## config.mk

```make
export PLATFORM = sky130hd
export DESIGN_NAME = pc_stack_unit
export DESIGN_NICKNAME = d
export VERILOG_FILES = /design/src/rtl/pc_stack_unit.sv
export SDC_FILE = /design/constraint.sdc
export NUM_CORES = 1
export LEC_CHECK = 0
export CORE_UTILIZATION = 45
export CTS_CLUSTER_SIZE = 28
export DETAILED_ROUTE_END_ITERATION = 7
export PLACE_DENSITY_LB_ADDON = 0.08
export SLEW_MARGIN = 20
export SYNTH_ARGS = -nofsm -noshare
export SYNTH_HDL_FRONTEND = slang
export SYNTH_SLANG_ARGS = --single-unit
```

## constraint.sdc

```tcl
create_clock -name CLK -period 4.4 [get_ports CLK]
set_clock_uncertainty 0.05 [all_clocks]
set_input_delay 0.44 -clock CLK [delete_from_list [all_inputs] [get_ports CLK]]
set_output_delay 0.44 -clock CLK [all_outputs]
set_load 0.02 [all_outputs]
```

## src/rtl/pc_stack_unit.sv

```systemverilog
// Program counter with a LIFO return-address stack and a sticky error flag.
// Optional interrupt entry is compiled in with the PC_INTR_EN macro.
module pc_stack_unit #(
    parameter int              AW       = 10,
    parameter int              DEPTH    = 8,
    parameter logic [AW-1:0]   INTR_VEC = {AW{1'b1}}
) (
    input  logic          CLK,
    input  logic          RST,
    input  logic          PC_LD,
    input  logic          PC_INC,
    input  logic [1:0]    PC_MUX_SEL,
    input  logic [AW-1:0] IR,
    input  logic [AW-1:0] SCR_DATA_OUT,
    input  logic          CALL,
    input  logic          RET,
    input  logic          INTR,
    output logic [AW-1:0] PC_COUNT,
    output logic          STK_FULL,
    output logic          STK_EMPTY,
    output logic          STK_ERR
);
    localparam int            CW      = $clog2(DEPTH + 1);
    localparam int            IW      = $clog2(DEPTH);
    localparam logic [CW-1:0] DEPTH_C = CW'(DEPTH);

    logic [AW-1:0] mem [DEPTH];
    logic [CW-1:0] cnt;
    logic [IW-1:0] top_idx;
    logic [IW-1:0] wr_idx;
    logic [AW-1:0] top;
    logic [AW-1:0] pc_plus1;
    logic [AW-1:0] mux_val;
    logic [AW-1:0] pc_next;
    logic [AW-1:0] push_val;
    logic          push_req;
    logic          pop_req;
    logic          err_set;
    logic          intr_take;

`ifdef PC_INTR_EN
    assign intr_take = INTR;
`else
    logic unused_intr;
    assign unused_intr = INTR;
    assign intr_take   = 1'b0;
`endif

    assign STK_FULL  = (cnt == DEPTH_C);
    assign STK_EMPTY = (cnt == '0);
    assign top_idx   = IW'(cnt - 1'b1);
    assign wr_idx    = IW'(cnt);
    // An empty stack reads as address 0 so underflow and peek-on-empty both load 0.
    assign top       = STK_EMPTY ? '0 : mem[top_idx];
    assign pc_plus1  = PC_COUNT + 1'b1;

    always_comb begin
        case (PC_MUX_SEL)
            2'd0:    mux_val = IR;
            2'd1:    mux_val = SCR_DATA_OUT;
            2'd2:    mux_val = top;
            default: mux_val = INTR_VEC;
        endcase
    end

    always_comb begin
        pc_next  = PC_COUNT;
        push_req = 1'b0;
        pop_req  = 1'b0;
        push_val = pc_plus1;
        err_set  = 1'b0;
        if (intr_take) begin
            pc_next  = INTR_VEC;
            push_req = 1'b1;
            push_val = PC_COUNT;
        end else if (PC_LD) begin
            pc_next = mux_val;
            if (CALL && RET) begin
                err_set = 1'b1;
            end else if (CALL) begin
                push_req = 1'b1;
            end else if (RET && (PC_MUX_SEL == 2'd2)) begin
                pop_req = 1'b1;
            end
        end else if (PC_INC) begin
            pc_next = pc_plus1;
        end
        if ((push_req && STK_FULL) || (pop_req && STK_EMPTY)) begin
            err_set = 1'b1;
        end
    end

    always_ff @(posedge CLK or posedge RST) begin
        if (RST) begin
            PC_COUNT <= '0;
            cnt      <= '0;
            STK_ERR  <= 1'b0;
        end else begin
            PC_COUNT <= pc_next;
            STK_ERR  <= STK_ERR | err_set;
            if (push_req && !STK_FULL) begin
                cnt <= cnt + 1'b1;
            end else if (pop_req && !STK_EMPTY) begin
                cnt <= cnt - 1'b1;
            end
        end
    end

    // Entry storage needs no reset: entries above the count are never read.
    always_ff @(posedge CLK) begin
        if (!RST && push_req && !STK_FULL) begin
            mem[wr_idx] <= push_val;
        end
    end
endmodule
```

Word level (Yosys, flattened, before mapping)
Memories as Yosys holds them, arrays and structs flattened.
Index checks and enable logic that the tools add are counted.
{"block": "classes", "n_addsub": 3, "eq_ne": 3, "mux": 18, "n_bitwise": 1, "reduce_logical": 16}
{"cell": "10-bit 2-to-1 mux", "count": 3}
{"cell": "10-bit case mux with 3 select lines", "count": 1}
{"cell": "1-bit 2-to-1 mux", "count": 12}
{"cell": "10-bit by 1-bit adder with 10-bit output (second input constant)", "count": 1}
{"cell": "1-bit logical AND", "count": 8}
{"cell": "4-bit 2-to-1 mux", "count": 2}
{"cell": "4-bit by 1-bit adder with 4-bit output (second input constant)", "count": 1}
{"cell": "4-bit == test (second input constant)", "count": 1}
{"cell": "4-bit zero test", "count": 1}
{"cell": "2-bit nonzero test", "count": 2}
{"cell": "4-bit by 1-bit subtractor with 4-bit output (second input constant)", "count": 1}
{"cell": "1-bit zero test", "count": 3}
{"cell": "2-bit by 1-bit == test with 1-bit output (second input constant)", "count": 1}
{"cell": "2-bit == test (second input constant)", "count": 1}
{"cell": "2-bit zero test", "count": 1}
{"cell": "1-bit logical OR", "count": 1}
{"cell": "1-bit bitwise OR", "count": 1}
{"block": "totals", "reg_bits": 15, "ramBits": 80, "input_bits": 29, "out_inout_bits": 13, "mem_count": 1}
{"memory": "mem", "words": 8, "word_bits": 10, "rd": 1, "rd_clocked_by_memory_dff": 0, "write_ports": 1, "line": "27", "source": "logic [AW-1:0] mem [DEPTH];"}

Depth between registers and ports, before layout
{"block": "depth", "depth_word": 10, "mapped_depth": 9, "mapped_depth_nobuf": 7}

Least setup slack after synthesis
Ideal clock, no wire load.
{"block": "synth_path", "path_kind": "flip-flop to flip-flop", "start": "register cnt[0]", "end": "memory mem[1][0], enable pin", "setup_ns": 0.390, "arrival_ns": 2.462, "t_required_ns": 3.960, "path_slack_ns": 1.499, "path_stages_with_launch": 8, "period_less_slack_ns": 2.901, "path_cell_list": "dfrtp_1 -> inv_2 -> ha_1 -> and3b_1 -> or3_4 -> nor2_1 -> nand2_1 -> nor3_1"}
{"block": "synth_between", "elab_chain_cells": 5}
{"element": "from (decl)", "line": "28", "source": "logic [CW-1:0] cnt;"}
{"element": "from (signal assigned)", "line": "102", "source": "cnt <= cnt + 1'b1;"}
{"element": "from (signal assigned)", "line": "104", "source": "cnt <= cnt - 1'b1;"}
{"element": "4-bit == test", "line": "49", "source": "assign STK_FULL = (cnt == DEPTH_C);"}
{"element": "via STK_FULL", "line": "19", "source": "output logic STK_FULL,"}
{"element": "1-bit zero test", "line": "111", "source": "if (!RST && push_req && !STK_FULL) begin"}
{"element": "1-bit logical AND", "line": "111"}
{"element": "1-bit 2-to-1 mux", "line": "111"}
{"element": "1-bit 2-to-1 mux (not written as such)", "line": "112", "source": "mem[wr_idx] <= push_val;"}
{"element": "to (decl)", "line": "27"}
The timed path passes the listed nets, and every way through them passes these cells.

Worst setup path in the final report
{"block": "layout_path", "start": "register cnt[0]", "end": "memory mem[3][1], enable pin"}
{"block": "layout_between", "elab_chain_cells": 5}
{"element": "4-bit == test", "line": "49"}
{"element": "1-bit zero test", "line": "111"}
{"element": "1-bit logical AND", "line": "111"}
{"element": "1-bit 2-to-1 mux", "line": "111"}
{"element": "1-bit 2-to-1 mux (not written as such)", "line": "112"}
Several ways; a longest one is shown, not always the timed one.

==> results.sh <==
export IMPL_num_vias=2704
export IMPL_die_w_um=99.5
export IMPL_cts_resized=0
export IMPL_fmax_ghz=0.322
export IMPL_final_nets=407
export IMPL_r2r_slack_ps=1300
export IMPL_grt_max_degree=31
export IMPL_status="finished clean"
export IMPL_fp_dieArea_um2=9890
export IMPL_critical_path_class="reg2reg"
export IMPL_whs_ps=438
export IMPL_min_period_ps=3100
export IMPL_tightest_slew_ps=918
export IMPL_rows=35
export IMPL_cts_tree="done"
export IMPL_syn_inst=334
export IMPL_critPathCaptureType="flop"
export IMPL_wirelength_um=9070
export IMPL_synth_edff_count=80
export IMPL_netlist_area_leader_share_pct=56.2
export IMPL_path_buf_inv=1
export IMPL_setup_violations_final=0
export IMPL_path_cells="inv_2 -> ha_1 -> and3b_1 -> or3_4 -> nor2_1 -> nand2_1 -> nor2_1"
export IMPL_crit_start="cnt[0]"
export IMPL_reg2reg_depth=7
export IMPL_area_growth_pct=17.2
export IMPL_dpl_instance_area_um2=4800
export IMPL_p_leak_nw=1.75
export IMPL_place_congestion=0.739
export IMPL_grt_pass1_vias=2567
export IMPL_final_area_um2=5010
export IMPL_setup_tns_final_ps=0
export IMPL_fillerInstances=781
export IMPL_hp_class="in2async"
export IMPL_h_tree_depth=3
export IMPL_drive_gt1_share_pct=7.37
export IMPL_r2r_end="mem[3][1]"
export IMPL_worstPathMaxFanout=10
export IMPL_ys_ff_latch=95
export IMPL_syn_area_per_cell_um2=12.8
export IMPL_netlist_area_um2=4280
export IMPL_dp_cells=493
export IMPL_wl_per_cell_um=17.8
export IMPL_antenna_cells=0
export IMPL_clock_path_buffers=2
export IMPL_grt_pass1_wl_um=14400
export IMPL_rsz0062_at_grt="false"
export IMPL_cpMaxStageDelayCell="nor2_1"
export IMPL_fin_cells=509
export IMPL_worst_path_stages=7
export IMPL_synth_area_leaders="edfxtp_1 (56%), dfrtp_1 (8.8%), nand2_1 (5.9%)"
export IMPL_hold_viol=0
export IMPL_async_flop_share_pct=15.8
export IMPL_grt_overflow=0
export IMPL_arrival_ps=3040
export IMPL_die_y_um=99.5
export IMPL_synth_largest_area_cell="edfxtp_1"
export IMPL_holdBufCountCts=0
export IMPL_fin_crit_sh_pct=70.5
export IMPL_hpwl_um=6270
export IMPL_worst_slack_ps=1300
export IMPL_start_util_pct=46.3
export IMPL_first_pass_iters=6
export IMPL_postCtsSetupBuffers=0
export IMPL_ioPinCount=42
export IMPL_crit_top_cell="nor2_1"
export IMPL_cpPeakStageDelay_ps=720
export IMPL_dp_slack_ps=1240
export IMPL_port_buffers=40
export IMPL_drt_initial_drc_count=153
export IMPL_grt_usage_pct=19.7
export IMPL_slew_headroom_pct=38.6
export IMPL_ys_flop_type="edfxtp_1"
export IMPL_clkSinkCount=95
export IMPL_crit_family="simple AND/OR/NAND/NOR gates"
export IMPL_drv_cap=0
export IMPL_yosysWarnings=0
export IMPL_cp_start_kind="flop"
export IMPL_cts_buffers=9
export IMPL_detail_route_antenna_nets=0
export IMPL_core_um2=9240
export IMPL_cp_endpoint="mem[3][1]"
export IMPL_ys_seq_area_share_pct=65.0
export IMPL_slew_violations=0
export IMPL_clkTransAtPathRegs_ps=100
export IMPL_drc_errors=0
export IMPL_synth_nets=366
export IMPL_viasPerCell=5.31
export IMPL_ir_worst_vdd_mv=0.250
export IMPL_antenna_found_initial=0
export IMPL_worstSkewPairLatency_ps=370
export IMPL_power_per_cell_area_nw_per_um2=600
export IMPL_worstReg2RegStart="cnt[0]"
export IMPL_worstPathRequired_ps=4340
export IMPL_cts_root_buf="clkbuf_8"
export IMPL_synth_cell_types=39
==> cell type report <==
| type | instances | area (um^2) | area share (%) |
|---|---|---|---|
| sequential | 95 | 2780 | 55.4 |
| multi-input combinational | 217 | 1390 | 27.7 |
| timing repair buffer | 46 | 445 | 8.89 |
| tap | 129 | 161 | 3.22 |
| clock buffer | 9 | 124 | 2.47 |
| clock inverter | 7 | 90.1 | 1.80 |
| inverter | 6 | 22.5 | 0.449 |
==> routing by layer <==
metal / GRT usage, % / vias up / share of wire [%] / wire length [um]
met5: 0 / - / 0 / 0
met4: 7.13 / 0 / 1.6 / 142
met3: 3.37 / 9 / 7.0 / 631
met2: 29.4 / 99 / 45 / 4040
met1: 29.3 / 1285 / 47 / 4260
li1: - / 1311 / - / -
==> power by group <==
group | internal (mW) | switching (mW) | total, mW
Combinational | 0.445 | 0.744 | 1.19
Sequential | 1.13 | 0.0867 | 1.21
Clock | 0.275 | 0.328 | 0.603
==> cells in the mapped netlist, drive strengths merged (2+ instances only) <==
cell type	number
xnor2	8
o221ai	4
edfxtp	80
or2	2
mux2i	12
o211ai	2
buf	6
nand3	24
nor2b	6
xor2	13
ha	3
mux4	6
nand2	67
nand4	10
a32oi	7
or3	2
nor3b	2
and2	2
nor2	16
o21ai	16
and3	2
nand2b	2
dfrtp	15
clkbuf	10
inv	6
nor3	5
==> logic make-up (layout without fill, tap and decap cells) <==
group,count (synthesis),after routing,synth area share (%)
muxes,18,18,6.50
DFF,95,95,65.0
and+or+nand+nor,142,142,15.4
adders and majority gates,3,3,0.878
buffers and inverters,22,68,2.52
AOI/OAI and AO/OA,33,33,5.27
xor gates and xnor gates,21,21,4.48
==> worst min-delay path by stage <==
stage	end	slack [ps]	depth (start not counted)
6_report	cnt[1]	440	2
5_1_grt	cnt[3]	470	1
4_1_cts	cnt[1]	440	2
3_5_place_dp	STK_ERR	420	2
3_3_place_gp	STK_ERR	420	2
2_1_floorplan	PC_COUNT[0]	290	1
==> sequential cells by signal (all words and copies together), names as in the netlist <==
register	flops
mem	80
PC_COUNT	10
cnt	4
STK_ERR	1
==> worst reg2reg max path, stage by stage, from the launching register on <==
cell and delay (ps):
dfrtp_1 520, inv_2 160, ha_1 320, and3b_1 230, or3_4 400, nor2_1 170
nand2_1 140, nor2_1 720
==> cells in the final DEF (no fill, tap or decap), types with 6 or more instances in the layout <==
master           count
edfxtp_1            80
nand2_1             67
clkdlybuf4s50_1     40
nand3_1             24
nor2_1              16
dfrtp_1             15
o21ai_0             15
mux2i_1             12
xor2_1              12
nand4_1             10
clkbuf_8             9
xnor2_1              8
a32oi_1              7
nor2b_1              6
mux4_1               6
buf_4                6
==> metrics by stage <==
stage	utilization [%]	power, mW
2_1_floorplan	-	2.07
3_3_place_gp	51.9	2.40
3_5_place_dp	51.9	2.42
4_1_cts	54.2	3.02
5_1_grt	54.2	3.17
6_report	54.2	3.01
(Power assumes the default switching activity.)
